### src/rtl/seq_ctrl_pkg.sv
// Shared encodings for the accumulator-datapath instruction sequencer.
// Opcodes, ALU / accumulator-source selects and FSM state encoding.
package seq_ctrl_pkg;

   localparam logic [3:0] OP_NOP  = 4'h0;
   localparam logic [3:0] OP_LDI  = 4'h1;
   localparam logic [3:0] OP_ADDI = 4'h2;
   localparam logic [3:0] OP_SUBI = 4'h3;
   localparam logic [3:0] OP_ANDI = 4'h4;
   localparam logic [3:0] OP_ORI  = 4'h5;
   localparam logic [3:0] OP_LD   = 4'h6;
   localparam logic [3:0] OP_ST   = 4'h7;
   localparam logic [3:0] OP_JMP  = 4'h8;
   localparam logic [3:0] OP_BZ   = 4'h9;
   localparam logic [3:0] OP_MVR  = 4'hA;
   localparam logic [3:0] OP_MVA  = 4'hB;
   localparam logic [3:0] OP_HLT  = 4'hF;

   localparam logic [2:0] ALU_PASS = 3'd0;
   localparam logic [2:0] ALU_ADD  = 3'd1;
   localparam logic [2:0] ALU_SUB  = 3'd2;
   localparam logic [2:0] ALU_AND  = 3'd3;
   localparam logic [2:0] ALU_OR   = 3'd4;

   localparam logic [1:0] ACC_SRC_ALU = 2'd0;
   localparam logic [1:0] ACC_SRC_MEM = 2'd1;
   localparam logic [1:0] ACC_SRC_REG = 2'd2;

   typedef enum logic [2:0] {
      S_IDLE   = 3'd0,
      S_FETCH  = 3'd1,
      S_DECODE = 3'd2,
      S_EXEC   = 3'd3,
      S_MEM    = 3'd4,
      S_WB     = 3'd5,
      S_HALT   = 3'd6
   } state_t;

   // ALU operation for the immediate-class opcodes
   function automatic logic [2:0] alu_of(input logic [3:0] op);
      logic [2:0] r;
      r = ALU_PASS;
      case (op)
         OP_ADDI: r = ALU_ADD;
         OP_SUBI: r = ALU_SUB;
         OP_ANDI: r = ALU_AND;
         OP_ORI:  r = ALU_OR;
         default: r = ALU_PASS;
      endcase
      return r;
   endfunction

   // True for opcodes whose effect is an accumulator ALU write
   function automatic logic is_alu_op(input logic [3:0] op);
      return (op >= OP_LDI) && (op <= OP_ORI);
   endfunction

endpackage

### src/rtl/mem_wait_timer.sv
// Memory-wait watchdog: counts consecutive stalled request cycles.
// timeout fires in the WAIT_MAX-th stalled cycle so the FSM can abort.
module mem_wait_timer #(
   parameter int WAIT_MAX = 16
) (
   input  logic clk,
   input  logic rst_n,
   input  logic active,
   input  logic ready,
   output logic timeout
);

   localparam int CW = $clog2(WAIT_MAX + 1);
   localparam logic [CW-1:0] LAST = CW'(WAIT_MAX - 1);

   logic [CW-1:0] cnt;

   assign timeout = active && !ready && (cnt == LAST);

   // Count stalled cycles; any ready, idle bus or abort restarts the count
   always_ff @(posedge clk or negedge rst_n) begin
      if (!rst_n) begin
         cnt <= '0;
      end else if (!active || ready || timeout) begin
         cnt <= '0;
      end else begin
         cnt <= cnt + 1'b1;
      end
   end

endmodule

### src/rtl/instr_seq_ctrl.sv
// FETCH/DECODE/EXEC sequencer for the 16-bit accumulator datapath.
// Controls are decoded from the state and instruction registers.
import seq_ctrl_pkg::*;

module instr_seq_ctrl #(
   parameter int WAIT_MAX = 16,
   parameter int CNT_W    = 16
) (
   input  logic             clk,
   input  logic             rst_n,
   input  logic             start,
   input  logic [15:0]      mem_rdata,
   input  logic             mem_ready,
   input  logic             acc_zero,
   output logic             mem_req,
   output logic             mem_we,
   output logic             addr_sel,
   output logic             pc_inc,
   output logic             pc_load,
   output logic [11:0]      imm12,
   output logic [2:0]       alu_op,
   output logic             acc_we,
   output logic [1:0]       acc_src,
   output logic             reg_we,
   output logic             busy,
   output logic             halted,
   output logic             illegal_op,
   output logic             bus_err,
   output logic [CNT_W-1:0] retired
);

   state_t      state;
   logic [15:0] ir;
   logic [3:0]  opc;
   logic        timeout;
   logic        retire;

   assign opc   = ir[15:12];
   assign imm12 = ir[11:0];

   mem_wait_timer #(
      .WAIT_MAX(WAIT_MAX)
   ) u_timer (
      .clk    (clk),
      .rst_n  (rst_n),
      .active (mem_req),
      .ready  (mem_ready),
      .timeout(timeout)
   );

   // Flag the transitions that complete an instruction
   always_comb begin
      retire = 1'b0;
      unique case (state)
         S_DECODE: retire = (opc == OP_NOP) || (opc == OP_HLT);
         S_EXEC:   retire = 1'b1;
         S_MEM:    retire = mem_ready && (opc == OP_ST);
         S_WB:     retire = 1'b1;
         default:  retire = 1'b0;
      endcase
   end

   // State, instruction register, sticky flags and retired counter
   always_ff @(posedge clk or negedge rst_n) begin
      if (!rst_n) begin
         state      <= S_IDLE;
         ir         <= '0;
         retired    <= '0;
         illegal_op <= 1'b0;
         bus_err    <= 1'b0;
      end else begin
         if (retire) begin
            retired <= retired + 1'b1;
         end
         unique case (state)
            S_IDLE, S_HALT: begin
               if (start) begin
                  state      <= S_FETCH;
                  illegal_op <= 1'b0;
                  bus_err    <= 1'b0;
               end
            end
            S_FETCH: begin
               if (mem_ready) begin
                  ir    <= mem_rdata;
                  state <= S_DECODE;
               end else if (timeout) begin
                  bus_err <= 1'b1;
                  state   <= S_HALT;
               end
            end
            S_DECODE: begin
               case (opc)
                  OP_NOP:  state <= S_FETCH;
                  OP_LDI, OP_ADDI, OP_SUBI,
                  OP_ANDI, OP_ORI: state <= S_EXEC;
                  OP_LD, OP_ST:    state <= S_MEM;
                  OP_JMP, OP_BZ:   state <= S_EXEC;
                  OP_MVR, OP_MVA:  state <= S_EXEC;
                  OP_HLT:  state <= S_HALT;
                  default: begin
                     illegal_op <= 1'b1;
                     state      <= S_HALT;
                  end
               endcase
            end
            S_EXEC: state <= S_FETCH;
            S_MEM: begin
               if (mem_ready) begin
                  state <= (opc == OP_ST) ? S_FETCH : S_WB;
               end else if (timeout) begin
                  bus_err <= 1'b1;
                  state   <= S_HALT;
               end
            end
            S_WB:    state <= S_FETCH;
            default: state <= S_IDLE;
         endcase
      end
   end

   // Control decode from state and IR; pc_inc and BZ follow live inputs
   always_comb begin
      mem_req  = 1'b0;
      mem_we   = 1'b0;
      addr_sel = 1'b0;
      pc_inc   = 1'b0;
      pc_load  = 1'b0;
      alu_op   = ALU_PASS;
      acc_we   = 1'b0;
      acc_src  = ACC_SRC_ALU;
      reg_we   = 1'b0;
      busy     = 1'b1;
      halted   = 1'b0;
      unique case (state)
         S_IDLE: busy = 1'b0;
         S_HALT: begin
            busy   = 1'b0;
            halted = 1'b1;
         end
         S_FETCH: begin
            mem_req = 1'b1;
            pc_inc  = mem_ready;
         end
         S_DECODE: ;
         S_EXEC: begin
            unique case (1'b1)
               is_alu_op(opc): begin
                  acc_we  = 1'b1;
                  acc_src = ACC_SRC_ALU;
                  alu_op  = alu_of(opc);
               end
               (opc == OP_JMP): pc_load = 1'b1;
               (opc == OP_BZ):  pc_load = acc_zero;
               (opc == OP_MVR): reg_we  = 1'b1;
               (opc == OP_MVA): begin
                  acc_we  = 1'b1;
                  acc_src = ACC_SRC_REG;
               end
               default: ;
            endcase
         end
         S_MEM: begin
            mem_req  = 1'b1;
            addr_sel = 1'b1;
            mem_we   = (opc == OP_ST);
         end
         S_WB: begin
            acc_we  = 1'b1;
            acc_src = ACC_SRC_MEM;
         end
         default: busy = 1'b0;
      endcase
   end

endmodule

### config.mk
export PLATFORM = sky130hd
export DESIGN_NAME = instr_seq_ctrl
export DESIGN_NICKNAME = d
export VERILOG_FILES = /design/src/rtl/seq_ctrl_pkg.sv /design/src/rtl/mem_wait_timer.sv /design/src/rtl/instr_seq_ctrl.sv
export SDC_FILE = /design/constraint.sdc
export NUM_CORES = 1
export LEC_CHECK = 0
export CELL_PAD_IN_SITES_DETAIL_PLACEMENT = 0
export CELL_PAD_IN_SITES_GLOBAL_PLACEMENT = 2
export CORE_MARGIN = 3
export CORE_UTILIZATION = 28
export CTS_CLUSTER_SIZE = 40
export DETAILED_ROUTE_END_ITERATION = 12
export GPL_TIMING_DRIVEN = 0
export PLACE_DENSITY_LB_ADDON = 0.08
export REMOVE_ABC_BUFFERS = 1
export SYNTH_ARGS = -nofsm -noshare
export SYNTH_HDL_FRONTEND = slang
export SYNTH_SLANG_ARGS = --single-unit
### constraint.sdc
create_clock -name clk -period 2.2 [get_ports clk]
set_clock_uncertainty 0.05 [all_clocks]
set_input_delay 0.44 -clock clk [delete_from_list [all_inputs] [get_ports clk]]
set_output_delay 0.44 -clock clk [all_outputs]
set_load 0.005 [all_outputs]
==> results of run 1 <==
report_power, final:
group / switching [uW] / total [uW] / internal (uW) / leakage (uW)
clock: 310 / 657 / 346 / 0.0000563
combinational: 887 / 2060 / 1170 / 0.000777
sequential: 317 / 1420 / 1110 / 0.000479
critical path, cell delays in order (launching register included):
cell     delay [ps]
dfrtp_2         470
buf_4           160
or4_1           500
o211a_1         150
o22a_4          310
nor4_2          310
xor2_1          160
worst paths after layout:
kind,cells past startpoint,slack [ps],to
worst max-delay path,6,6,retired[10]
worst min-delay path,1,420,u_timer.cnt[0]
worst max register to register,6,6,retired[10]
worst min register to register,1,420,u_timer.cnt[0]
max in group asynchronous,3,1190,ir[15]
min in group asynchronous,2,450,state[0]
placed cells by master (no fill, tap or decap), types with 3 or more instances in the layout:
cell,n
a21oi_1,6
and3_1,6
buf_4,15
clkbuf_2,3
clkbuf_8,5
clkdlybuf4s50_1,53
dfrtp_1,35
dfrtp_2,7
dlygate4sd2_1,4
ha_1,3
inv_1,3
mux2_2,15
nand2_1,20
nand3_1,4
nor2_1,21
nor2_2,4
nor3_1,3
nor3_2,7
o21ai_0,7
xnor2_1,4
xor2_1,14
cell type report:
class                      instances  area, um^2  area share
inverter                           6        25.0     0.00798
clock inverter                     3        48.8      0.0156
tap                               99         124      0.0395
timing repair buffer              83         781       0.249
clock buffer                       5        68.8      0.0219
sequential                        42        1060       0.338
multi-input combinational        144        1030       0.328
metal layers:
layer,vias to the layer above,routed length (um)
met1,838,2470
li1,847,-
met5,-,0
met2,52,2590
met4,0,78
met3,9,309
logic make-up (layout without fill, tap and decap cells):
family | Yosys count | count (layout)
AOI/OAI and AO/OA | 25 | 25
xor gates and xnor gates | 18 | 18
adders and majority gates | 3 | 3
buffers and inverters | 27 | 97
DFF | 42 | 42
muxes | 16 | 16
and+or+nand+nor | 82 | 82
sequential cells by signal, indices dropped and copies added, names as in the netlist:
name	flops
ir	16
retired	16
u_timer.cnt	5
state	3
bus_err	1
illegal_op	1
timing repair:
action / 4_1_cts / 5_1_grt
setup endpoints to repair: 14 / 10
setup buffers: 15 / 2
endpoints found under the hold margin: 5 / 0
hold buffers: 1 / 0
pin swaps: 5 / 0
gates resized for setup: 36 / 15
stage by stage:
| stage | setup TNS, ps | instances | utilization | setup slack, ps | hold slack [ps] |
|---|---|---|---|---|---|
| floorplan | 0 | 192 | - | 202 | 94.4 |
| global placement | -41080 | 355 | 0.379 | -1350 | 405 |
| detailed placement | -5470 | 356 | 0.381 | -812 | 245 |
| CTS | -40.3 | 380 | 0.420 | -32.7 | 429 |
| global route | -215 | 382 | 0.426 | -62.5 | 448 |
| finish | 0 | 382 | 0.426 | 6.25 | 423 |
==> metrics.md, run 1 <==
| Metric | Value |
|---|---|
| Seq cells post-synth | `42` |
| Largest net degree at the start of global routing | `38` |
| Total die area | `8830 um^2` |
| Crit path from | `ir[12]` |
| Drt initial violations | `34` |
| Hold Path Origin | `u_timer.cnt[0]` |
| Post-synth top cells | `dfrtp_1 (42), nor2_1 (26), nand2_1 (21)` |
| Max Clock Freq | `456 MHz` |
| Die extent in x | `94.0 um` |
| Clk_lat worst skew | `300 ps` |
| Most frequent cell after synthesis | `dfrtp_1` |
| Crit. End Element | `flip-flop` |
| Synth-to-layout area growth | `44.7%` |
| Worst EP arrival | `2370 ps` |
| Synth Area in Compound Gates | `0.0779` |
| Post-synth ARST share | `1.00` |
| First-pass GRT wire length | `8.85 mm` |
| Mapped cell area | `2170 um^2` |
| Hold WC Path Type | `flip-flop to flip-flop` |
| Least-Margin Pin Slew | `339 ps` |
| Top_reg_cell synth | `dfrtp_1` |
| Post-synthesis sequential area ratio | `0.485` |
| Area share of the largest cell type after synthesis | `0.485` |
| Setup Viol. Count Final | `0` |
| Number of global-route vias before repair | `1817` |
| Post-Place Cell Area | `2810 um^2` |
| DIE HEIGHT | `94.0 um` |
| Max cap viols | `0` |
| RSZ-0062 raised after global routing | `true` |
| GRT overflow | `0` |
| Vias per std cell | `4.57` |
| Mean post-synth cell area | `10.2 um^2` |
| Final period utilization | `0.997` |
| Power density over cell area | `1320 nW/um^2` |
| Post-Synthesis Cells | `213` |
| Main combinational cell family by area after synthesis | `simple AND/OR/NAND/NOR gates` |
| Cts bufs inserted | `5` |
| Post-synthesis simple-gate area fraction | `0.188` |
| Buffers added on ports | `64` |
| Gr usage total | `0.126` |
| Crit path kind | `flip-flop to flip-flop` |
| Clock net sink count | `42` |
| RR Startpoint | `ir[12]` |
| Fill cells | `750` |
| Met2 usage | `0.200` |
| Ys Warns | `0` |
| Relative slew slack | `0.773` |
| Antenna diode count | `0` |
| Rows | `31` |
| Met3 GRT Util | `0.0393` |
| Worst path required time | `2380 ps` |
| Fin. max-slew vios | `0` |
| GPL Wtd Cong | `0.796` |
| Run status | `completed` |
| Worst-path clk slew | `100 ps` |
| Post-DRT Antenna Nets | `0` |
| Mean routed wirelength per cell | `14.3 um` |
| DRC Markers | `0` |
| Fin crit period | `2190 ps` |
| CP Max Fanout | `16` |
| Adder-cell share of the synthesized area | `0.0173` |
| Post-DP HPWL | `3.67 mm` |
| Root buffer cell | `clkbuf_8` |
| Post-synth EDFFs | `0` |
| Routed WL | `5.45 mm` |
| Fin. Hold Viols | `0` |
| Pwr Total | `4140 uW` |
| I/O Pins | `65` |
| GRT busiest layer | `met2` |
| Fraction of layout instances using a drive strength above 1 | `0.269` |
| Mux share of post-synthesis cell area | `0.0831` |
| CTS max path bufs | `2` |
| Initial Util | `0.294` |
| Post-route cell area | `3140 um^2` |
| H-tree Lvls | `2` |
| Yosys top cell by area | `dfrtp_1` |
| GR Layer Usage met1 | `0.163` |
| Unique masters post-synth | `41` |
| Via Count | `1746` |
| Initial antenna violation count | `0` |
| First-pass iteration count of the detailed router | `5` |
| CTS tree | `built` |
| Core ar. | `7370 um^2` |
| Synth Area in XOR/XNOR | `0.0727` |
| Final Net Count | `306` |
| CP Launch Type | `flip-flop` |
| Synth area leaders | `dfrtp_1 (48%), mux2_2 (7.8%), xor2_1 (5.7%), nor2_1 (4.5%), buf_4 (4.2%)` |
| Lkg Pwr | `0.00131 uW` |
| Worst vdd ir | `447 uV` |
(Power assumes the default switching activity.)
==> inputs of run 2 (changes only) <==
--- a/config.mk
+++ b/config.mk
@@ -14,6 +14,7 @@
 export GPL_TIMING_DRIVEN = 0
 export PLACE_DENSITY_LB_ADDON = 0.08
 export REMOVE_ABC_BUFFERS = 1
+export SLEW_MARGIN = 40
 export SYNTH_ARGS = -nofsm -noshare
 export SYNTH_HDL_FRONTEND = slang
 export SYNTH_SLANG_ARGS = --single-unit
==> metrics.md, run 2 (synthesis gave the netlist of run 1 again) <==
| Metric | Value |
|---|---|
| Clk_lat worst skew | `290 ps (was 300 ps)` |
| Vias per std cell | `4.64 (was 4.57)` |
| H-tree Lvls | `2 (unchanged)` |
| Crit path kind | `flip-flop to flip-flop (unchanged)` |
| I/O Pins | `65 (unchanged)` |
| Worst vdd ir | `451 uV (was 447 uV)` |
| Max Clock Freq | `459 MHz (was 456 MHz)` |
| Lkg Pwr | `0.00132 uW (was 0.00131 uW)` |
| Setup Viol. Count Final | `0 (unchanged)` |
| Drt initial violations | `53 (was 34)` |
| Die extent in x | `94.0 um (unchanged)` |
| Run status | `completed (unchanged)` |
| Fin. Hold Viols | `0 (unchanged)` |
| Post-DRT Antenna Nets | `0 (unchanged)` |
| Cts bufs inserted | `5 (unchanged)` |
| Gr usage total | `0.123 (was 0.126)` |
| Clock power frac | `0.152 (was 0.159)` |
| Antenna diode count | `0 (unchanged)` |
| FF/Latch Area | `1060 um^2 (unchanged)` |
| Setup WS pre-CTS | `-539 ps (was -812 ps)` |
| Clock net sink count | `42 (unchanged)` |
| Worst path required time | `2370 ps (was 2380 ps)` |
| Net Sw Power | `1460 uW (was 1510 uW)` |
| Buffers added on ports | `64 (unchanged)` |
| Commonest non-fill, non-tap cells in the layout | `clkdlybuf4s50_1 (54), dfrtp_1 (35), nor2_1 (23) (was clkdlybuf4s50_1 (53), dfrtp_1 (35), nor2_1 (21))` |
| Crit. End Element | `flip-flop (unchanged)` |
| Root buffer cell | `clkbuf_8 (unchanged)` |
| Synth-to-layout area growth | `44.3% (was 44.7%)` |
| Initial Util | `0.294 (unchanged)` |
| Via Count | `1768 (was 1746)` |
| Mean routed wirelength per cell | `14.4 um (was 14.3 um)` |
| Core ar. | `7370 um^2 (unchanged)` |
| Biggest regs | `ir (16), retired (16), u_timer.cnt (5) (unchanged)` |
| First-pass GRT wire length | `8.54 mm (was 8.85 mm)` |
| First-pass iteration count of the detailed router | `4 (was 5)` |
| Fraction of layout instances using a drive strength above 1 | `0.248 (was 0.269)` |
| Post-DP HPWL | `3.70 mm (was 3.67 mm)` |
| Logic pwr share | `0.497 (about the same)` |
| DIE HEIGHT | `94.0 um (unchanged)` |
| Fin crit period | `2180 ps (was 2190 ps)` |
| DRC Markers | `0 (unchanged)` |
| CP Max Fanout | `16 (unchanged)` |
| Rows | `31 (unchanged)` |
| Fin. max-slew vios | `0 (unchanged)` |
| Final Net Count | `306 (unchanged)` |
| Least-Margin Pin Slew | `328 ps (was 339 ps)` |
| Max cap viols | `0 (unchanged)` |
| GPL Wtd Cong | `0.796 (unchanged)` |
| Initial antenna violation count | `0 (unchanged)` |
| Hold WS | `424 ps (was 423 ps)` |
| RSZ-0062 raised after global routing | `true (unchanged)` |
| Setup TNS | `0 ps (unchanged)` |
| CP Launch Type | `flip-flop (unchanged)` |
| CTS tree | `built (unchanged)` |
| Final setup margin | `23.0 ps (was 6.25 ps)` |
| Total die area | `8830 um^2 (unchanged)` |
| Final period utilization | `0.990 (was 0.997)` |
| Fill cells | `719 (was 750)` |
| GRT overflow | `0 (unchanged)` |
| Area of the multi-input gates | `1020 um^2 (was 1030 um^2)` |
| Switching fraction of total power | `0.356 (was 0.366)` |
| Most common cell after layout, fill and taps aside | `clkdlybuf4s50_1 (unchanged)` |
| Seq pwr share | `0.351 (was 0.344)` |
| Hold WC Path Type | `flip-flop to flip-flop (unchanged)` |
| Cell-internal power | `2650 uW (was 2620 uW)` |
| Routed WL | `5.49 mm (was 5.45 mm)` |
| Number of global-route vias before repair | `1783 (was 1817)` |
| Worst-path clk slew | `80 ps (was 100 ps)` |
| CTS max path bufs | `2 (unchanged)` |
| Power density over cell area | `1310 nW/um^2 (was 1320 nW/um^2)` |
| Largest net degree at the start of global routing | `38 (unchanged)` |
| Relative slew slack | `0.781 (was 0.773)` |
| Worst EP arrival | `2350 ps (was 2370 ps)` |
run 2: layout make-up:
| type | instances | area share |
|---|---|---|
| inverter | 6 | 0.00800 |
| clock inverter | 1 | 0.00960 |
| clock buffer | 6 | 0.0264 |
| sequential | 42 | 0.339 |
| tap | 99 | 0.0396 |
| multi-input combinational | 144 | 0.325 |
| timing repair buffer | 83 | 0.253 |
run 2: metal layers:
layer / share of wire / GRT usage / routed length, um / vias up
li1: - / - / - / 850
met1: 0.44 / 0.157 / 2420 / 849
met2: 0.48 / 0.192 / 2650 / 58
met3: 0.060 / 0.0417 / 328 / 11
met4: 0.018 / 0.0481 / 99 / 0
met5: 0 / 0 / 0 / -
run 2: stage by stage:
stage / instance area [um^2] / utilization / power [uW] / instances
finish: 3130 / 0.424 / 4110 / 381
global route: 3130 / 0.424 / 4420 / 381
CTS: 3040 / 0.412 / 4030 / 373
detailed placement: 2830 / 0.383 / 3230 / 357
global placement: 2790 / 0.379 / 3220 / 355
floorplan: 2030 / - / 2260 / 192
run 2: repair_timing:
item,4_1_cts,5_1_grt
hold buffers,1,0
setup buffers,8,8
hold endpoints to repair,5,0
pin swaps,5,1
setup endpoints to repair,14,11
gates resized for setup,27,18
gates cloned,0,0
run 2: final timing paths:
kind | from | end | slack [ps] | depth (start not counted)
max in group asynchronous | rst_n | ir[13] | 1240 | 3
hold / removal | retired[15] | retired[15] | 420 | 1
setup reg to reg | ir[12] | retired[10] | 20 | 6
min in group asynchronous | rst_n | u_timer.cnt[0] | 440 | 2
hold reg to reg | retired[15] | retired[15] | 420 | 1
setup / recovery | ir[12] | retired[10] | 20 | 6
run 2: critical path, cell delays in order (launching register included):
cell      delay (ps)
dfrtp_2          450
clkbuf_2         160
or4_1            500
o211a_1          150
o22a_4           310
nor4_2           320
xor2_1           160
run 2: power by group through the flow:
stage	Combinational (uW)	Sequential [uW]	Clock [uW]
after floorplan	821	1440	0
after CTS	1890	1480	659
after global routing	2230	1500	689
after detailed placement	1730	1510	0
after global placement	1710	1510	0
final	2040	1440	625
